File: config.mk
export PLATFORM = sky130hd
export DESIGN_NAME = seq_nibble_mux
export DESIGN_NICKNAME = d
export VERILOG_FILES = /design/src/rtl/seq_nibble_mux.sv
export SDC_FILE = /design/constraint.sdc
export NUM_CORES = 1
export LEC_CHECK = 0
export ABC_AREA = 0
export CAP_MARGIN = 20
export CORE_AREA = 2 2 39 41
export DETAILED_ROUTE_END_ITERATION = 10
export DIE_AREA = 0 0 41 43
export MAX_ROUTING_LAYER = met4
export PLACE_DENSITY = 0.76
export REMOVE_ABC_BUFFERS = 1
export SLEW_MARGIN = 20
export SYNTH_ARGS = -nofsm -noshare
export SYNTH_HDL_FRONTEND = slang
export SYNTH_SLANG_ARGS = --single-unit
File: constraint.sdc
create_clock -name vclk -period 3
set_clock_uncertainty 0.1 [all_clocks]
set_input_delay 0.75 -clock vclk [all_inputs]
set_output_delay 0.75 -clock vclk [all_outputs]
set_load 0.01 [all_outputs]
File: src/rtl/seq_nibble_mux.sv
// Selects the expected digit (nibble idx) out of the latched sequence word.
// Out-of-range indices return zero; they are never compared by the checker.
module seq_nibble_mux #(
   parameter int SEQ_DEPTH = 7,
   parameter int DIGIT_W   = 4
) (
   input  logic [SEQ_DEPTH*DIGIT_W-1:0] seq_word,
   input  logic [2:0]                   idx,
   output logic [DIGIT_W-1:0]           nibble
);
   logic [DIGIT_W-1:0] nib_arr [SEQ_DEPTH];

   for (genvar gi = 0; gi < SEQ_DEPTH; gi++) begin : g_split
      assign nib_arr[gi] = seq_word[gi*DIGIT_W +: DIGIT_W];
   end

   always_comb begin
      nibble = '0;
      for (int i = 0; i < SEQ_DEPTH; i++) begin
         if (idx == 3'(i)) nibble = nib_arr[i];
      end
   end
endmodule

# Yosys cells after proc, flatten, opt, wreduce, memory -nomap -nowiden
# Cells that the tools add are included.
dict set report classes {
  n_addsub 0
  multipliers 0
  div_mod_pow 0
  magnitude_cmp 0
  n_eq_ne 6
  shifts 0
  n_mux 7
  bitwise_logic 0
  reduce_logical 1
}
# operator n
set op_table {}
lappend op_table {{$mux W4} 7}
lappend op_table {{$eq A3 B3 Y1 const B} 3}
lappend op_table {{$eq A3 B2 Y1 const B} 2}
lappend op_table {{$eq A3 B1 Y1 const B} 1}
lappend op_table {{$logic_not A3 Y1} 1}
dict set report totals {
  register_bits 0
  latch_bits 0
  mem_bits_rw 0
  mem_bits_ro 0
  input_bits 31
  output_inout_bits 4
  word_cells 14
  memories 0
}

# Logic depth before layout (Yosys ltp)
# Gate-level depths: netlist (run 1).
dict set report logic_depth {
  ltp_word 8
  ltp_mapped 4
  ltp_nobuf 3
}

# Least setup slack after synthesis (run 1)
# No wires, ideal clock.
dict set report synth_timing {
  kind {input to output}
  from {in idx[2]}
  to {out nibble[3]}
  arrival_time_ps 1466
  required_time_ps 2150
  path_slack_ps 684
  cell_stages 4
  path_buffers 1
  path_cell_list {buf_1 -> and3b_1 -> nand2_1 -> a32oi_1}
}
dict set report synth_via {
  elab_chain_cells 8
  word_cells_on_any_way 14
  classes_between {6 x eq/ne; 7 x mux; 1 x reduce/logical}
}
# element line_no
set synth_rtl {}
lappend synth_rtl {{start: declaration} 8} ;# input logic [2:0] idx,
lappend synth_rtl {{$logic_not A3 Y1} 20} ;# if (idx == 3'(i)) nibble = nib_arr[i];
lappend synth_rtl {{$mux W4 (6 in series)} 20}
lappend synth_rtl {{$mux W4 *} 20}
lappend synth_rtl {{end: declaration} 9} ;# output logic [DIGIT_W-1:0] nibble
# Every way passes the cells marked *; elsewhere a longest branch is shown, timed or not.

# Worst setup path in the final report (run 1)
dict set report layout_timing {
  from {in seq_word[5]}
  to {out nibble[1]}
}
dict set report layout_via {
  elab_chain_cells 6
}
# element line_no
set layout_rtl {}
lappend layout_rtl {{start: declaration} 7} ;# input logic [SEQ_DEPTH*DIGIT_W-1:0] seq_word,
lappend layout_rtl {{$mux W4 (6 in series)} 20}
# Every way passes these cells.

==> results of run 1 <==
tightest hold or removal path, delay by kind of cell:
family,cells,cell delay [ns]
buffers and inverters,2,0.62
AOI/OAI and AO/OA,1,0.08
and+or+nand+nor,1,0.06
metrics by stage:
stage	total power [mW]	worst slack [ns]	setup TNS, ns	area, um^2	std cells
after floorplan	0.03010	0.7288	0	265.3	29
after global placement	0.09223	-0.3458	-1.333	665.6	84
after detailed placement	0.09343	-0.3592	-1.352	665.6	84
after CTS	0.09189	0.07389	0	675.6	84
after global routing	0.09749	0.03939	0	676.9	84
final	0.09082	0.09008	0	676.9	84
worst max path at each step:
stage	start	to	slack, ns	depth (start not counted)
6_report	seq_word[5]	nibble[1]	0.09	5
5_1_grt	seq_word[8]	nibble[0]	0.04	5
4_1_cts	seq_word[8]	nibble[0]	0.07	5
3_5_place_dp	idx[0]	nibble[1]	-0.36	5
3_3_place_gp	idx[0]	nibble[0]	-0.35	5
2_1_floorplan	idx[0]	nibble[0]	0.73	3
cells in the mapped netlist:
library cell,number
a21oi_1,2
a22oi_1,3
a22oi_2,1
a32oi_1,2
and3b_1,1
buf_1,1
buf_6,1
inv_1,1
mux2_1,3
mux2_2,2
mux2_4,1
mux2i_1,2
mux4_1,2
nand2_1,2
nor2_1,2
nor2b_1,2
nor2b_2,1
o21ai_0,2
final cells by class:
class | count | area [um^2]
tap | 16 | 20.02
fill | 149 | 706.9
timing repair buffer | 39 | 386.6
inverter | 1 | 3.754
multi-input combinational | 28 | 266.5
metal layers:
layer,part of all wire [%],track usage (%)
met5,0,-
met4,0,0
met3,14,1.047
met2,47,19.06
met1,39,12.10
power groups by stage:
stage / registers (mW) / logic [mW] / clock network (mW)
after floorplan: 0 / 0.0301 / 0
after global placement: 0 / 0.0922 / 0
after detailed placement: 0 / 0.0934 / 0
after CTS: 0 / 0.0919 / 0
after global routing: 0 / 0.0975 / 0
final: 0 / 0.0908 / 0
cell families (layout without fill, tap and decap cells):
kind of cell,after synthesis,after routing,share of synthesized area (%)
simple gates,8,8,16.07
mux,10,10,51.34
compound gates,10,10,25.89
buf+inv,3,40,6.694
repair_timing:
item                                    CTS  global route
pin swaps                                 0             1
gates cloned                              0             0
hold endpoints to repair                  0             0
resized for setup                        13             1
endpoints found under the setup margin    4             1
buffers inserted                          0             0
==> run_results.csv, run 1 <==
group,metric,value,unit
status,status,"finished, final reports clean",
sta,layout_min_cycle_time,2.910,ns
final_layout,n_clock_buffer,0,
min_path,whs_endpoint,"nibble[3]",
sta,setup_viol,0,
global_routing,grt_pass1_vias,370,
power,p_leak,0.2681,nW
critical_path,critical_path_class,"in -> out",
floorplanning,start_util,20.25,%
power,intPower,0.06388,mW
critical_path,critPathCaptureType,"output port",
yosys,synth.cell_area,280.3,um^2
final_layout,fin_nets,101,
min_path,min_path_cells,4,
drt,firstDrtPassIters,2,
placed_design,port_buffers,35,
critical_path,cp_num_buf_inv,2,
power,power.switching,0.02695,mW
critical_path,crit_fanout,1,
yosys,synth_top_area_share,18.75,%
final_layout,most-common-layout-cells,"clkdlybuf4s50_1, mux2_1, dlygate4sd2_1",
critical_path,critical_path.slowest_cell,"mux4_1",
global_routing,antenna_found_initial,0,
final_layout,final_common_cell,"clkdlybuf4s50_1",
min_path,hp-start,"seq_word[15]",
critical_path,startpoint_type,"primary input",
final_layout,num_antenna_cells,0,
yosys,synth.distinct_cells,18,
global_routing,grt_pass1_wl,1338,um
drt,wirelength,927,um
floorplanning,rows,14,
final_layout,seq_area,0,um^2
floorplanning,die_x,41,um
floorplanning,core,1384,um^2
job,max_cap_viol_count,0,
power,p_per_area,134.2,nW/um^2
sta,whs,2.154,ns
global_routing,grt_overflow,0,
critical_path,crit_chain,"clkdlybuf4s50_1, mux4_1, nor2_1, a21oi_1, dlygate4sd2_1",
power,switching_share,29.67,%
sta,hold_violations,0,
power,combPwrFrac,100.0,%
drt,drc,0,
cts,cts.hold.buffers_added,0,
floorplanning,die_y,43,um
drt,drtIter0Drc,1,
critical_path,slowest_delay,0.50,ns
drt,viasPerCell,4.774,
sta,finalCritPeriodShare,97.00,%
sta,rsz0062_at_grt,"false",
drt,drt-wirelength-per-cell,11.04,um
sta,tightest_slew,0.2850,ns
power,peakVddDrop,0.06195,mV
critical_path,crit_arrival,2.06,ns
yosys,synth_area_leaders,"mux4_1, mux2_1, a22oi_1, mux2_2, mux2i_1",
yosys,yosys.area.top_type,"mux4_1",
placed_design,post-dp-hpwl,820,um
sta,relSlewSlack,80.98,%
yosys,synth_warnings,0,
power,power_frac_seq,0,%
min_path,hold_path_class,"in -> out",
power,clkPwrFrac,0,%
placed_design,gp_congestion,0.7561,
critical_path,worstPathRequired,2.15,ns
yosys,ys_seq_area_share,0,%
global_routing,grt_usage,10.36,%
drt,ant_nets,0,
floorplanning,die_area,1763,um^2
final_layout,design.seq.count,0,
yosys,avgSynthCellArea,9.041,um^2
critical_path,crit_family,"buffers and inverters",
drt,via_count,401,
final_layout,area.growth.synth_to_final,141.5,%
final_layout,drive_gt1_share,17.65,%
yosys,syn_inst,31,
final_layout,utilization,48.92,%
global_routing,grt_max_degree,9,
sta,final_max_slew_viol_count,0,
floorplanning,ios,35,
sta,fmax,343.7,MHz
Note: power is estimated with default switching activity, not from simulation.
==> run 2: changes to the inputs <==
Clock period 3 ns to 2.8 ns, I/O delays scaled along.
==> run 2 against run 1 <==
Non-clock buffer count stayed put. Via count stayed put. Worst hold slack worse by 0.11 ns. Routed wire length down 0.54%. Core utilization decreased by 0.63 points. Sequential cell count did not move. First-iteration DRC count unchanged. Largest power group unchanged.
==> run_results.csv, run 2 (synthesized netlist as in run 1, its figures left out) <==
group,metric,value,unit
status,status,"finished, final reports clean",
drt,drt-wirelength-per-cell,10.98,um
critical_path,worstPathRequired,2.00,ns
final_layout,n_clock_buffer,0,
global_routing,grt_pass1_vias,367,
drt,drc,0,
drt,dr_wl_met3,134,um
final_layout,final_common_cell,"clkdlybuf4s50_1",
power,peakVddDrop,0.06637,mV
critical_path,crit_arrival,1.91,ns
drt,viasPerCell,4.774,
drt,firstDrtPassIters,2,
drt,ant_nets,0,
sta,layout_setup_ws,0.09460,ns
placed_design,post-dp-hpwl,820,um
sta,tightest_slew,0.2850,ns
critical_path,critical_path_class,"in -> out",
global_routing,antenna_found_initial,0,
placed_design,place_inst,84,
floorplanning,start_util,20.25,%
final_layout,design.seq.count,0,
sta,rsz0062_at_grt,"false",
final_layout,area.growth.synth_to_final,138.4,%
floorplanning,rows,14,
final_layout,most-common-layout-cells,"clkdlybuf4s50_1, mux2_1",
floorplanning,ios,35,
min_path,hold_path_class,"in -> out",
final_layout,fin_nets,101,
drt,wl_met1,352,um
drt,routed.top_layer,"met3",
global_routing,grt_usage,10.26,%
job,max_cap_viol_count,0,
min_path,whs_endpoint,"nibble[1]",
final_layout,fillers,148,
global_routing,grt_pass1_wl,1324,um
sta,relSlewSlack,80.98,%
sta,fmax,369.6,MHz
drt,via_count,401,
min_path,hp-start,"seq_word[21]",
sta,whs,2.047,ns
placed_design,port_buffers,35,
placed_design,place_ws,-0.4592,ns
drt,wl_met2,435,um
placed_design,gp_congestion,0.7562,
sta,layout_min_cycle_time,2.705,ns
drt,wirelength,922,um
global_routing,grt_max_degree,9,
final_layout,seq_area,0,um^2
power,p_per_area,143.7,nW/um^2
floorplanning,core,1384,um^2
floorplanning,die_area,1763,um^2
final_layout,num_antenna_cells,0,
sta,finalCritPeriodShare,96.62,%
sta,final_max_slew_viol_count,0,
cts,cts.hold.buffers_added,0,
floorplanning,die_y,43,um
global_routing,grt_overflow,0,
power,p_leak,0.2666,nW
min_path,min_path_cells,4,
final_layout,fin_cells,84,
final_layout,utilization,48.28,%
drt,drtIter0Drc,1,
critical_path,startpoint_type,"primary input",
sta,setup_viol,0,
final_layout,drive_gt1_share,20.59,%
critical_path,critPathCaptureType,"output port",
sta,hold_violations,0,
critical_path,crit_fanout,8,
floorplanning,die_x,41,um
==> run 2: changes by cell type in the layout (fill, tap and decap cells not counted), sizes merged <==
| cell | previous run | this run |
|---|---|---|
| dlygate4sd2 | 3 | 2 |
| clkbuf | 0 | 2 |
| clkdlybuf4s15 | 3 | 2 |
==> run 2: how the worst max path moves through the flow <==
stage,from,end,slack [ns],depth (start not counted)
after detailed placement,idx[0],nibble[1],-0.46,5
after floorplan,idx[0],nibble[0],0.63,3
after CTS,seq_word[8],nibble[0],0.02,5
after global routing,idx[1],nibble[3],0.02,6
after global placement,idx[0],nibble[0],-0.45,5
final,idx[1],nibble[3],0.09,6
==> run 2: cell type report <==
cell class                      instances  area, um^2  share of cell area [%]
Inverter                                1       3.754                  0.5618
Multi-Input combinational cell         28       266.5                   39.89
Tap cell                               16       20.02                   2.996
Timing Repair Buffer                   39       377.9                   56.55
==> run 2: metal layers <==
layer	up-vias	track usage, %
li1	199	-
met1	180	12.10
met2	22	18.75
met3	0	1.047
met4	0	0
met5	-	-
==> run 2: metrics by stage <==
stage	cell area, um^2	setup TNS (ns)	power (mW)
2_1_floorplan	265.3	0	0.03225
3_3_place_gp	665.6	-1.733	0.09882
3_5_place_dp	665.6	-1.752	0.1001
4_1_cts	678.2	0	0.09927
5_1_grt	668.1	0	0.1034
6_report	668.1	0	0.09601
==> run 2: worst max-delay path, cell delays in order <==
cell and delay [ns]:
dlygate4sd2_1 0.24, buf_6 0.14, mux2_2 0.33, a22oi_1 0.14
a32oi_1 0.12, clkdlybuf4s15_2 0.23
==> run 2: repair_timing <==
item,in CTS,in global routing
buffers inserted,0,0
gates resized for setup,15,2
gates cloned,0,0
hold endpoints to repair,0,0
endpoints found under the setup margin,4,2
==> run 2: power breakdown <==
group          internal (mW)  leakage, nW  switching (mW)
sequential                 0            0               0
clock                      0            0               0
combinational         0.0672        0.267          0.0288
total                 0.0672        0.267          0.0288
==> variant: new RTL, flow settings as in run 2 <==
Set the parameter `SEQ_DEPTH` to 8 (it was 7).
--- a/src/rtl/seq_nibble_mux.sv
+++ b/src/rtl/seq_nibble_mux.sv
@@ -1,7 +1,7 @@
 // Selects the expected digit (nibble idx) out of the latched sequence word.
 // Out-of-range indices return zero; they are never compared by the checker.
 module seq_nibble_mux #(
-   parameter int SEQ_DEPTH = 7,
+   parameter int SEQ_DEPTH = 8,
    parameter int DIGIT_W   = 4
 ) (
    input  logic [SEQ_DEPTH*DIGIT_W-1:0] seq_word,
Interface: changed (resized seq_word); port bits go from 35 to 39. The function was not compared with the original's and may differ.
==> variant against run 2 <==
- utilization up 5.5 points
- sequential share of layout area unchanged
- final area up 11%
- total power up 24%
- wire length up 5.0%
- largest power group unchanged
- highest routed layer unchanged
- largest cell class unchanged
- synthesized cell count down 29%
- combinational power up 24%
- critical path type unchanged
- worst setup slack worse by 58 ps
- area after synthesis up 3.6%
==> variant: results (changes against run 2) <==
Synth area leaders mux4_1, mux2_2, buf_6, o21ai_0, o31a_1; Synth Area in XOR/XNOR 0% (unchanged); Max stage delay on crit path 450 ps (+120 ps); Synth top cells by count mux4_1, mux2_2, clkbuf_1, o21ai_0; worst setup path start seq_word[3]; Post-DP Area 734 um^2 (+10%); worst endpoint data arrival time 1960 ps (+50 ps); Mapped Cells 22 (-29%); GPL Wtd Cong 0.627 (-17%); sequential share of the synthesized area 0% (unchanged); worst setup path end nibble[3]; Synth Area in Compound Gates 11.2% (-15 points); P_leak 0.326 nW (+22%); largest net degree at the start of global routing 8 (-1); initial antenna violation count 0 (unchanged); clock buf count 0 (unchanged); Yosys warning count 0 (unchanged); I/O Buffers 39 (+11%); outcome finished clean; Via density 4.74 (-0.69%); DR pass1 iterations 2 (unchanged); Post-CTS Setup Inserts 0 (unchanged); VDD IR max 0.0000818 V (+23%); Seq Cell Count 0 (unchanged); crit-path max FO 1 (-7); GRT Total Usage 12.6% (+2.3 points); Hold WC Path Type in2out; relative slew slack 84.7% (+3.7 points); number of global-route vias before repair 428 (+17%); fillcell total 123 (-17%); Slowest-stage cell, CP mux4_2; final std cells w/o fill 81 (-3.6%); starting DRC count in detailed routing 5 (+4); hpwl dp 811 um (-1.1%); first-pass GRT wire length 1610 um (+22%); hold buffers post-CTS 0 (unchanged); Total Routed Length 968 um (+5.0%); Diodes inserted 0 (unchanged); WHS 1840 ps (-209 ps); Top delay family on crit path multiplexers; adder-cell share of the synthesized area 0% (unchanged); share of cells above drive strength 1 35.4% (+15 points); post-synthesis mux area share 75.0% (+24 points); switch share 25.9% (-4.1 points); Final #Nets 102 (+0.99%); post-synthesis cell type count 12 (-6)
-- variant: changes by cell type after synthesis, sizes merged, moves of 2 or more --
cell           run 2  this run
mux2i              2         0
mux4               2         7
clkbuf             0         2
a32oi              2         0
a22oi              4         0
mux2               6         3
nor2b              3         0
-- variant: per-layer routing --
layer | routed length, um | track usage (%) | part of all wire [%] | up-vias
met4 | 0 | 0 | 0 | 0
met3 | 85 | 0.524 | 8.8 | 0
met2 | 512 | 23.1 | 53 | 22
met5 | 0 | - | 0 | -
li1 | - | - | - | 182
met1 | 370 | 15.2 | 38 | 180
-- variant: layout make-up --
| class | instances | area (um^2) | area share (%) |
|---|---|---|---|
| Tap cell | 16 | 20.0 | 2.69 |
| Multi-Input combinational cell | 19 | 264 | 35.5 |
| Timing Repair Buffer | 46 | 460 | 61.8 |
-- variant: worst min path at each step --
stage	start	end	cells after the start
2_1_floorplan	idx[2]	nibble[0]	2
3_3_place_gp	seq_word[8]	nibble[0]	5
3_5_place_dp	seq_word[8]	nibble[0]	5
4_1_cts	idx[1]	nibble[2]	5
5_1_grt	seq_word[15]	nibble[3]	4
6_report	seq_word[13]	nibble[1]	4
-- variant: through the flow --
stage | worst slack, ps | util, % | setup TNS [ps]
floorplan | 498 | - | 0
global placement | -602 | 53.1 | -2390
detailed placement | -609 | 53.1 | -2410
CTS | 2.20 | 51.8 | 0
global route | -2.57 | 53.8 | -2.57
finish | 36.9 | 53.8 | 0
-- variant: power groups by stage --
stage / Sequential [mW] / Combinational, mW / Clock [mW]
floorplan: 0 / 0.0319 / 0
global placement: 0 / 0.108 / 0
detailed placement: 0 / 0.109 / 0
CTS: 0 / 0.105 / 0
global route: 0 / 0.128 / 0
finish: 0 / 0.119 / 0
-- variant: what timing repair did --
action                                  in CTS  in global routing
cloned                                       0                  0
resized for setup                           26                 16
endpoints found under the setup margin       4                  4
pin swaps                                    0                  0
-- variant: cell families (layout without fill, tap and decap cells) --
group / count (synthesis) / count (layout)
multiplexers: 10 / 10
AO/OA/AOI/OAI: 5 / 5
AND/OR/NAND/NOR: 4 / 4
buffers and inverters: 3 / 46
-- variant: tightest hold or removal path: stages --
cell and delay [ps]:
dlymetal6s2s_1 80, mux4_2 220, mux2_4 140, buf_6 90
